### config.mk
export PLATFORM = sky130hd
export DESIGN_NAME = if_cfg_dispatch_flat
export DESIGN_NICKNAME = d
export VERILOG_FILES = /design/src/rtl/if_cfg_dispatch_if.sv /design/src/rtl/if_cfg_dispatch.sv /design/src/flat_wrapper.sv
export SDC_FILE = /design/constraint.sdc
export NUM_CORES = 1
export LEC_CHECK = 0
export ABC_CLOCK_PERIOD_IN_PS = 5930
export CAP_MARGIN = 20
export CORE_MARGIN = 4
export CORE_UTILIZATION = 45
export DETAILED_ROUTE_END_ITERATION = 7
export MAX_ROUTING_LAYER = met4
export PLACE_DENSITY_LB_ADDON = 0.15
export SETUP_SLACK_MARGIN = 0.5
export SKIP_CTS_REPAIR_TIMING = 1
export SLEW_MARGIN = 20
export SYNTH_ARGS = -nofsm -noshare
export SYNTH_HDL_FRONTEND = slang
export SYNTH_SLANG_ARGS = --single-unit
### constraint.sdc
create_clock -name clock -period 5.93 [get_ports clock]
set_input_delay 1.186 -clock clock [delete_from_list [all_inputs] [get_ports clock]]
set_output_delay 1.186 -clock clock [all_outputs]
set_load 0.05 [all_outputs]
### src/rtl/if_cfg_dispatch_if.sv
// ============================================================================
// Module   : if_cfg_dispatch_if
// Purpose  : Request, configuration-word and target-bus signals between the
//            controller, the config-word source and the two unit ports.
// Revision : 1.0 - initial release
// ============================================================================
`default_nettype none

interface if_cfg_dispatch_if #(
  parameter int WIDTH_PID  = 6,
  parameter int WIDTH_DATA = 32,
  parameter int WIDTH_LEN  = 8
);
  // connection request from the controller
  logic                  I_Req;
  logic [WIDTH_PID-1:0]  I_PDstID;
  logic [WIDTH_PID-1:0]  I_PSrcID;
  logic                  I_SelDst;
  logic [WIDTH_LEN-1:0]  I_Len;
  logic                  O_Ack;

  // incoming configuration words
  logic                  I_CfgValid;
  logic [WIDTH_DATA-1:0] I_CfgData;
  logic                  O_CfgReady;

  // destination-unit bus
  logic                  O_DstValid;
  logic [WIDTH_DATA-1:0] O_DstData;
  logic                  I_DstReady;

  // source-unit bus
  logic                  O_SrcValid;
  logic [WIDTH_DATA-1:0] O_SrcData;
  logic                  I_SrcReady;

  // status toward the controller
  logic [WIDTH_PID-1:0]  O_TgtID;
  logic                  O_Busy;
  logic                  O_Done;

  // dispatcher side
  modport slave (
    input  I_Req, I_PDstID, I_PSrcID, I_SelDst, I_Len,
    input  I_CfgValid, I_CfgData, I_DstReady, I_SrcReady,
    output O_Ack, O_CfgReady, O_DstValid, O_DstData,
    output O_SrcValid, O_SrcData, O_TgtID, O_Busy, O_Done
  );

  // controller / word source / unit side
  modport master (
    output I_Req, I_PDstID, I_PSrcID, I_SelDst, I_Len,
    output I_CfgValid, I_CfgData, I_DstReady, I_SrcReady,
    input  O_Ack, O_CfgReady, O_DstValid, O_DstData,
    input  O_SrcValid, O_SrcData, O_TgtID, O_Busy, O_Done
  );
endinterface

`default_nettype wire

### src/rtl/if_cfg_dispatch.sv
// ============================================================================
// Module   : if_cfg_dispatch
// Purpose  : Latches a connection request, then streams a fixed-length burst
//            of configuration words through one registered output stage to
//            either the destination unit (SelDst=1) or the source unit.
// Revision : 1.0 - initial release
// ============================================================================
`default_nettype none

module if_cfg_dispatch #(
  parameter int WIDTH_PID  = 6,
  parameter int WIDTH_DATA = 32,
  parameter int WIDTH_LEN  = 8
) (
  input wire          clock,
  input wire          reset,
  if_cfg_dispatch_if.slave bus
);

  typedef enum logic [1:0] {
    IDLE  = 2'd0,
    CFG   = 2'd1,
    DRAIN = 2'd2,
    DONE  = 2'd3
  } state_t;

  state_t                state;
  logic                  sel;
  logic [WIDTH_PID-1:0]  tgt;
  logic [WIDTH_LEN-1:0]  rem;
  logic                  ack;
  logic                  busy;
  logic                  done;

  logic                  out_valid;
  logic [WIDTH_DATA-1:0] out_data;

  logic                  tgt_ready;
  logic                  cfg_ready;
  logic                  accept;
  logic                  handshake;

  // Handshake decode: a word may enter while the stage is empty or draining.
  always_comb begin
    tgt_ready = sel ? bus.I_DstReady : bus.I_SrcReady;
    cfg_ready = (state == CFG) & (~out_valid | tgt_ready);
    accept    = bus.I_CfgValid & cfg_ready;
    handshake = out_valid & tgt_ready;
  end

  // Control FSM; Ack/Busy/Done are registered alongside the state.
  always_ff @(posedge clock or posedge reset) begin
    if (reset) begin
      state <= IDLE;
      sel   <= 1'b0;
      tgt   <= '0;
      rem   <= '0;
      ack   <= 1'b0;
      busy  <= 1'b0;
      done  <= 1'b0;
    end else begin
      ack  <= 1'b0;
      done <= 1'b0;
      case (state)
        IDLE: begin
          if (bus.I_Req) begin
            sel  <= bus.I_SelDst;
            tgt  <= bus.I_SelDst ? bus.I_PDstID : bus.I_PSrcID;
            rem  <= bus.I_Len;
            ack  <= 1'b1;
            busy <= 1'b1;
            if (bus.I_Len != '0) begin
              state <= CFG;
            end else begin
              // empty burst: Ack and Done land in the same cycle
              state <= DONE;
              done  <= 1'b1;
            end
          end
        end
        CFG: begin
          if (accept) begin
            // counter never wraps below zero
            if (rem != '0) begin
              rem <= rem - WIDTH_LEN'(1);
            end
            if (rem == WIDTH_LEN'(1)) begin
              state <= DRAIN;
            end
          end
        end
        DRAIN: begin
          // finish once the last word has left (or leaves this cycle)
          if (!out_valid || tgt_ready) begin
            state <= DONE;
            done  <= 1'b1;
          end
        end
        DONE: begin
          state <= IDLE;
          busy  <= 1'b0;
        end
        default: begin
          state <= IDLE;
          busy  <= 1'b0;
        end
      endcase
    end
  end

  // Single output stage; a load in the drain cycle keeps valid asserted.
  always_ff @(posedge clock or posedge reset) begin
    if (reset) begin
      out_valid <= 1'b0;
      out_data  <= '0;
    end else if (accept) begin
      out_valid <= 1'b1;
      out_data  <= bus.I_CfgData;
    end else if (handshake) begin
      out_valid <= 1'b0;
    end
  end

  assign bus.O_Ack      = ack;
  assign bus.O_Busy     = busy;
  assign bus.O_Done     = done;
  assign bus.O_TgtID    = tgt;
  assign bus.O_CfgReady = cfg_ready;
  assign bus.O_DstValid = out_valid & sel;
  assign bus.O_SrcValid = out_valid & ~sel;
  assign bus.O_DstData  = sel ? out_data : '0;
  assign bus.O_SrcData  = sel ? '0 : out_data;

endmodule

`default_nettype wire

### src/flat_wrapper.sv
// flat-port wrapper written by rule: the top's interface ports become plain ports
module if_cfg_dispatch_flat 
#(
  parameter int WIDTH_PID  = 6,
  parameter int WIDTH_DATA = 32,
  parameter int WIDTH_LEN  = 8
)
  (clock, reset, bus_I_Req, bus_I_PDstID, bus_I_PSrcID, bus_I_SelDst, bus_I_Len, bus_I_CfgValid, bus_I_CfgData, bus_I_DstReady, bus_I_SrcReady, bus_O_Ack, bus_O_CfgReady, bus_O_DstValid, bus_O_DstData, bus_O_SrcValid, bus_O_SrcData, bus_O_TgtID, bus_O_Busy, bus_O_Done);
  if_cfg_dispatch_if #(.WIDTH_PID(WIDTH_PID), .WIDTH_DATA(WIDTH_DATA), .WIDTH_LEN(WIDTH_LEN)) bus_i ();
  input wire clock;
  input wire reset;
  input wire logic [$bits(bus_i.I_Req)-1:0] bus_I_Req;
  input wire logic [$bits(bus_i.I_PDstID)-1:0] bus_I_PDstID;
  input wire logic [$bits(bus_i.I_PSrcID)-1:0] bus_I_PSrcID;
  input wire logic [$bits(bus_i.I_SelDst)-1:0] bus_I_SelDst;
  input wire logic [$bits(bus_i.I_Len)-1:0] bus_I_Len;
  input wire logic [$bits(bus_i.I_CfgValid)-1:0] bus_I_CfgValid;
  input wire logic [$bits(bus_i.I_CfgData)-1:0] bus_I_CfgData;
  input wire logic [$bits(bus_i.I_DstReady)-1:0] bus_I_DstReady;
  input wire logic [$bits(bus_i.I_SrcReady)-1:0] bus_I_SrcReady;
  output wire logic [$bits(bus_i.O_Ack)-1:0] bus_O_Ack;
  output wire logic [$bits(bus_i.O_CfgReady)-1:0] bus_O_CfgReady;
  output wire logic [$bits(bus_i.O_DstValid)-1:0] bus_O_DstValid;
  output wire logic [$bits(bus_i.O_DstData)-1:0] bus_O_DstData;
  output wire logic [$bits(bus_i.O_SrcValid)-1:0] bus_O_SrcValid;
  output wire logic [$bits(bus_i.O_SrcData)-1:0] bus_O_SrcData;
  output wire logic [$bits(bus_i.O_TgtID)-1:0] bus_O_TgtID;
  output wire logic [$bits(bus_i.O_Busy)-1:0] bus_O_Busy;
  output wire logic [$bits(bus_i.O_Done)-1:0] bus_O_Done;
  assign bus_i.I_Req = bus_I_Req;
  assign bus_i.I_PDstID = bus_I_PDstID;
  assign bus_i.I_PSrcID = bus_I_PSrcID;
  assign bus_i.I_SelDst = bus_I_SelDst;
  assign bus_i.I_Len = bus_I_Len;
  assign bus_i.I_CfgValid = bus_I_CfgValid;
  assign bus_i.I_CfgData = bus_I_CfgData;
  assign bus_i.I_DstReady = bus_I_DstReady;
  assign bus_i.I_SrcReady = bus_I_SrcReady;
  assign bus_O_Ack = bus_i.O_Ack;
  assign bus_O_CfgReady = bus_i.O_CfgReady;
  assign bus_O_DstValid = bus_i.O_DstValid;
  assign bus_O_DstData = bus_i.O_DstData;
  assign bus_O_SrcValid = bus_i.O_SrcValid;
  assign bus_O_SrcData = bus_i.O_SrcData;
  assign bus_O_TgtID = bus_i.O_TgtID;
  assign bus_O_Busy = bus_i.O_Busy;
  assign bus_O_Done = bus_i.O_Done;
  if_cfg_dispatch #(.WIDTH_PID(WIDTH_PID), .WIDTH_DATA(WIDTH_DATA), .WIDTH_LEN(WIDTH_LEN)) u_core (.clock(clock), .reset(reset), .bus(bus_i));
endmodule
==> reports/qor.log <==
qor: synth.synth_async_sr_flop_share 100%
qor: global_route.grt.total_usage 21.5%
qor: timing.fin_tns_setup 0 ns
qor: detailed_routing.detail_route.wl_per_cell 16.3 µm
qor: worst_setup_path.worstSetupPathType in -> out
qor: synth.synth.distinct_cells 41
qor: cts.cts_tree done
qor: timing.maxClockFrequency 248 MHz
qor: detailed_routing.dr.pass1.iters 4
qor: layout.insertedDiodeCount 0
qor: synth.ff_latch_count_synth 53
qor: die.io_pins 135
qor: synth.synthesis.area_per_instance 10.7 µm²
qor: timing.finalHoldViolations 0
qor: die.site_row_count 28
qor: detailed_routing.ant_nets 0
qor: detailed_routing.drt_iter0_markers 137
qor: cts.clock_input_transition_at_the_sequential_cells_of_the_worst_setup_and_hold_paths 0.11 ns
qor: worst_setup_path.crit_fanout 5
qor: layout.area_delta_synth_final 53.5%
qor: synth.netlist_instances 271
qor: cts.clock_tree.htree_level_count 2
qor: global_route.grt_overflow_total 0
qor: die.coreArea 0.00610 mm²
qor: worst_setup_path.startpoint_type primary input
qor: synth.netlist_area 0.00290 mm²
qor: layout.most-common-layout-cells sky130_fd_sc_hd__clkdlybuf4s50_1, sky130_fd_sc_hd__dfrtp_1, sky130_fd_sc_hd__nor2b_1
qor: synth.count_of_flip_flops_with_a_built_in_enable_after_synthesis 0
qor: worst_setup_path.endpoint_arrival_time_on_the_critical_path 2.85 ns
qor: detailed_routing.drc 0
qor: die.floorplan.initialDensity 47.5%
qor: layout.layout_commonest_cell sky130_fd_sc_hd__clkdlybuf4s50_1
qor: timing.timing.final.crit_period 4.03 ns
qor: detailed_routing.via_count 2486
qor: synth.postSynth.topFlopCell sky130_fd_sc_hd__dfrtp_1
qor: layout.multi_input_area 0.00147 mm²
qor: timing.setup_repair_after_global_routing_missed_its_margin false
qor: global_route.grt_start_max_net_pins 70
qor: timing.layout_worst_path_cycle_share 68.0%
qor: status.status complete, no violations
qor: detailed_routing.finalWirelength 7.74 mm
qor: place.place_hpwl 5.81 mm
qor: worst_setup_path.endpoint_kind output pin
qor: detailed_routing.viasPerCell 5.22
qor: cts.clk_path_buf_depth 2
qor: timing.skew 0.0129 ns
qor: die.floorplan.die_area 0.00778 mm²
qor: global_route.number_of_global_route_vias_before_repair 2565
qor: place.place.port_buffers 134
qor: synth.synth.net_count 337
qor: worst_setup_path.critical_path_required 4.74 ns
qor: global_route.wire_length_of_the_first_global_routing_pass 12.6 mm
qor: layout.final_layout_size_suffix_gt1_share 13.5%
qor: job.drv.max_cap_violation_count 0
qor: timing.timing.max_slew.rel_slack 31.9%
qor: synth.synth_seq_area_share 45.8%
qor: cts.cts-root-buf sky130_fd_sc_hd__clkbuf_8
qor: die.dieHeight 88.2 µm
qor: cts.cts_bufs_inserted 5
qor: worst_setup_path.ff2ff_path_depth 4
qor: place.routabilityCongestion 0.923
qor: layout.design.final.nets 466
qor: timing.setup_viol 0
qor: timing.worst_pin_slew 1.02 ns
qor: cts.numClockSinks 53
qor: global_route.antenna_violations_before_repair 0
qor: layout.layout.area.seq 0.00133 mm²
qor: timing.drv_slew 0
qor: layout.num-fill-cells 443
qor: cts.clk_latency 0.31 ns
qor: min_path.worst_hold_path_type reg -> reg
qor: min_path.whs_path_depth 2
qor: synth.yosysWarningCount 0
qor: die.die_width 88.2 µm
-- path summary, 6_finish.rpt --
| check | start | to | slack, ns |
|---|---|---|---|
| worst max-delay path | bus_I_DstReady | bus_O_CfgReady | 1.90 |
| worst min-delay path | u_core.bus.O_TgtID[1] | u_core.bus.O_TgtID[1] | 0.49 |
| worst max register to register | u_core.sel | u_core.out_data[7] | 3.42 |
| worst min register to register | u_core.bus.O_TgtID[1] | u_core.bus.O_TgtID[1] | 0.49 |
| max in group asynchronous | reset | u_core.sel | 4.10 |
| min in group asynchronous | reset | u_core.bus.O_TgtID[3] | 1.36 |
-- synthesized netlist by cell type, drive strengths merged (2+ instances only) --
cell,count,area [µm²]
mux2,34,387
dfrtp,53,1330
a31o,2,17.5
and2,34,213
nor2b,36,225
buf,4,30.0
a31oi,4,25.0
nand3,3,15.0
mux2i,9,93.8
or4,2,18.8
nand2,14,52.6
inv,10,37.5
nor4,3,18.8
clkbuf,10,37.5
a311oi,3,26.3
o211ai,2,15.0
nor2,6,22.5
o21ai,12,63.8
a21oi,3,18.8
ha,7,87.6
nor3,3,15.0
a32o,3,30.0
-- worst max-delay path: stages --
cell                              delay [ns]
sky130_fd_sc_hd__clkdlybuf4s50_1        0.44
sky130_fd_sc_hd__mux2i_2                0.39
sky130_fd_sc_hd__a21oi_1                0.12
sky130_fd_sc_hd__clkdlybuf4s50_1        0.71
-- cell type report --
type                       count  share of cell area, %
clock buffer                   5                   1.55
tap                           75                   2.11
clock inverter                 3                   1.55
multi-input combinational    194                   33.1
sequential                    53                   29.9
timing repair buffer         136                   31.0
inverter                      10                  0.844
-- per-layer routing --
metal  routed length, µm  part of all wire [%]  track usage [%]  vias up
met5                   0                     0                -        -
met4                  61                  0.79             4.40        0
met3                 561                   7.2             4.93        6
met2                3820                    49             35.0      100
met1                3290                    43             27.7     1186
li1                    -                     -                -     1194
-- sequential cells by signal, summed over array words and instances (netlist names) --
name,cells
u_core.out_data,32
u_core.rem,8
u_core.bus.O_TgtID,6
u_core.state,2
u_core.bus.O_Ack,1
u_core.bus.O_Busy,1
u_core.bus.O_Done,1
u_core.out_valid,1
u_core.sel,1
-- cells by family (layout without fill, tap and decap cells) --
group                    count (synthesis)  after routing  share of synthesized area (%)
adder cells (fa/ha/maj)                  7              7                           3.02
buffers and inverters                   24            154                           3.63
multiplexers                            43             43                           16.6
AO/OA/AOI/OAI                           38             38                           9.68
AND/OR/NAND/NOR                        106            106                           21.3
flip-flops                              53             53                           45.8
-- per-stage QoR --
step	hold WS, ns	utilization, %	setup slack (ns)	area (µm²)	std cells
2_1_floorplan	0.487	-	2.65	2900	271
3_3_place_gp	0.462	70.2	1.92	4280	467
3_5_place_dp	0.469	70.2	1.90	4280	467
4_1_cts	0.494	72.5	1.89	4420	475
5_1_grt	0.514	72.9	1.81	4450	476
6_report	0.488	72.9	1.90	4450	476
Power is left out: the tool's default activity adds up to more than one toggle a clock period on the data nets, which glitch-free logic cannot reach.
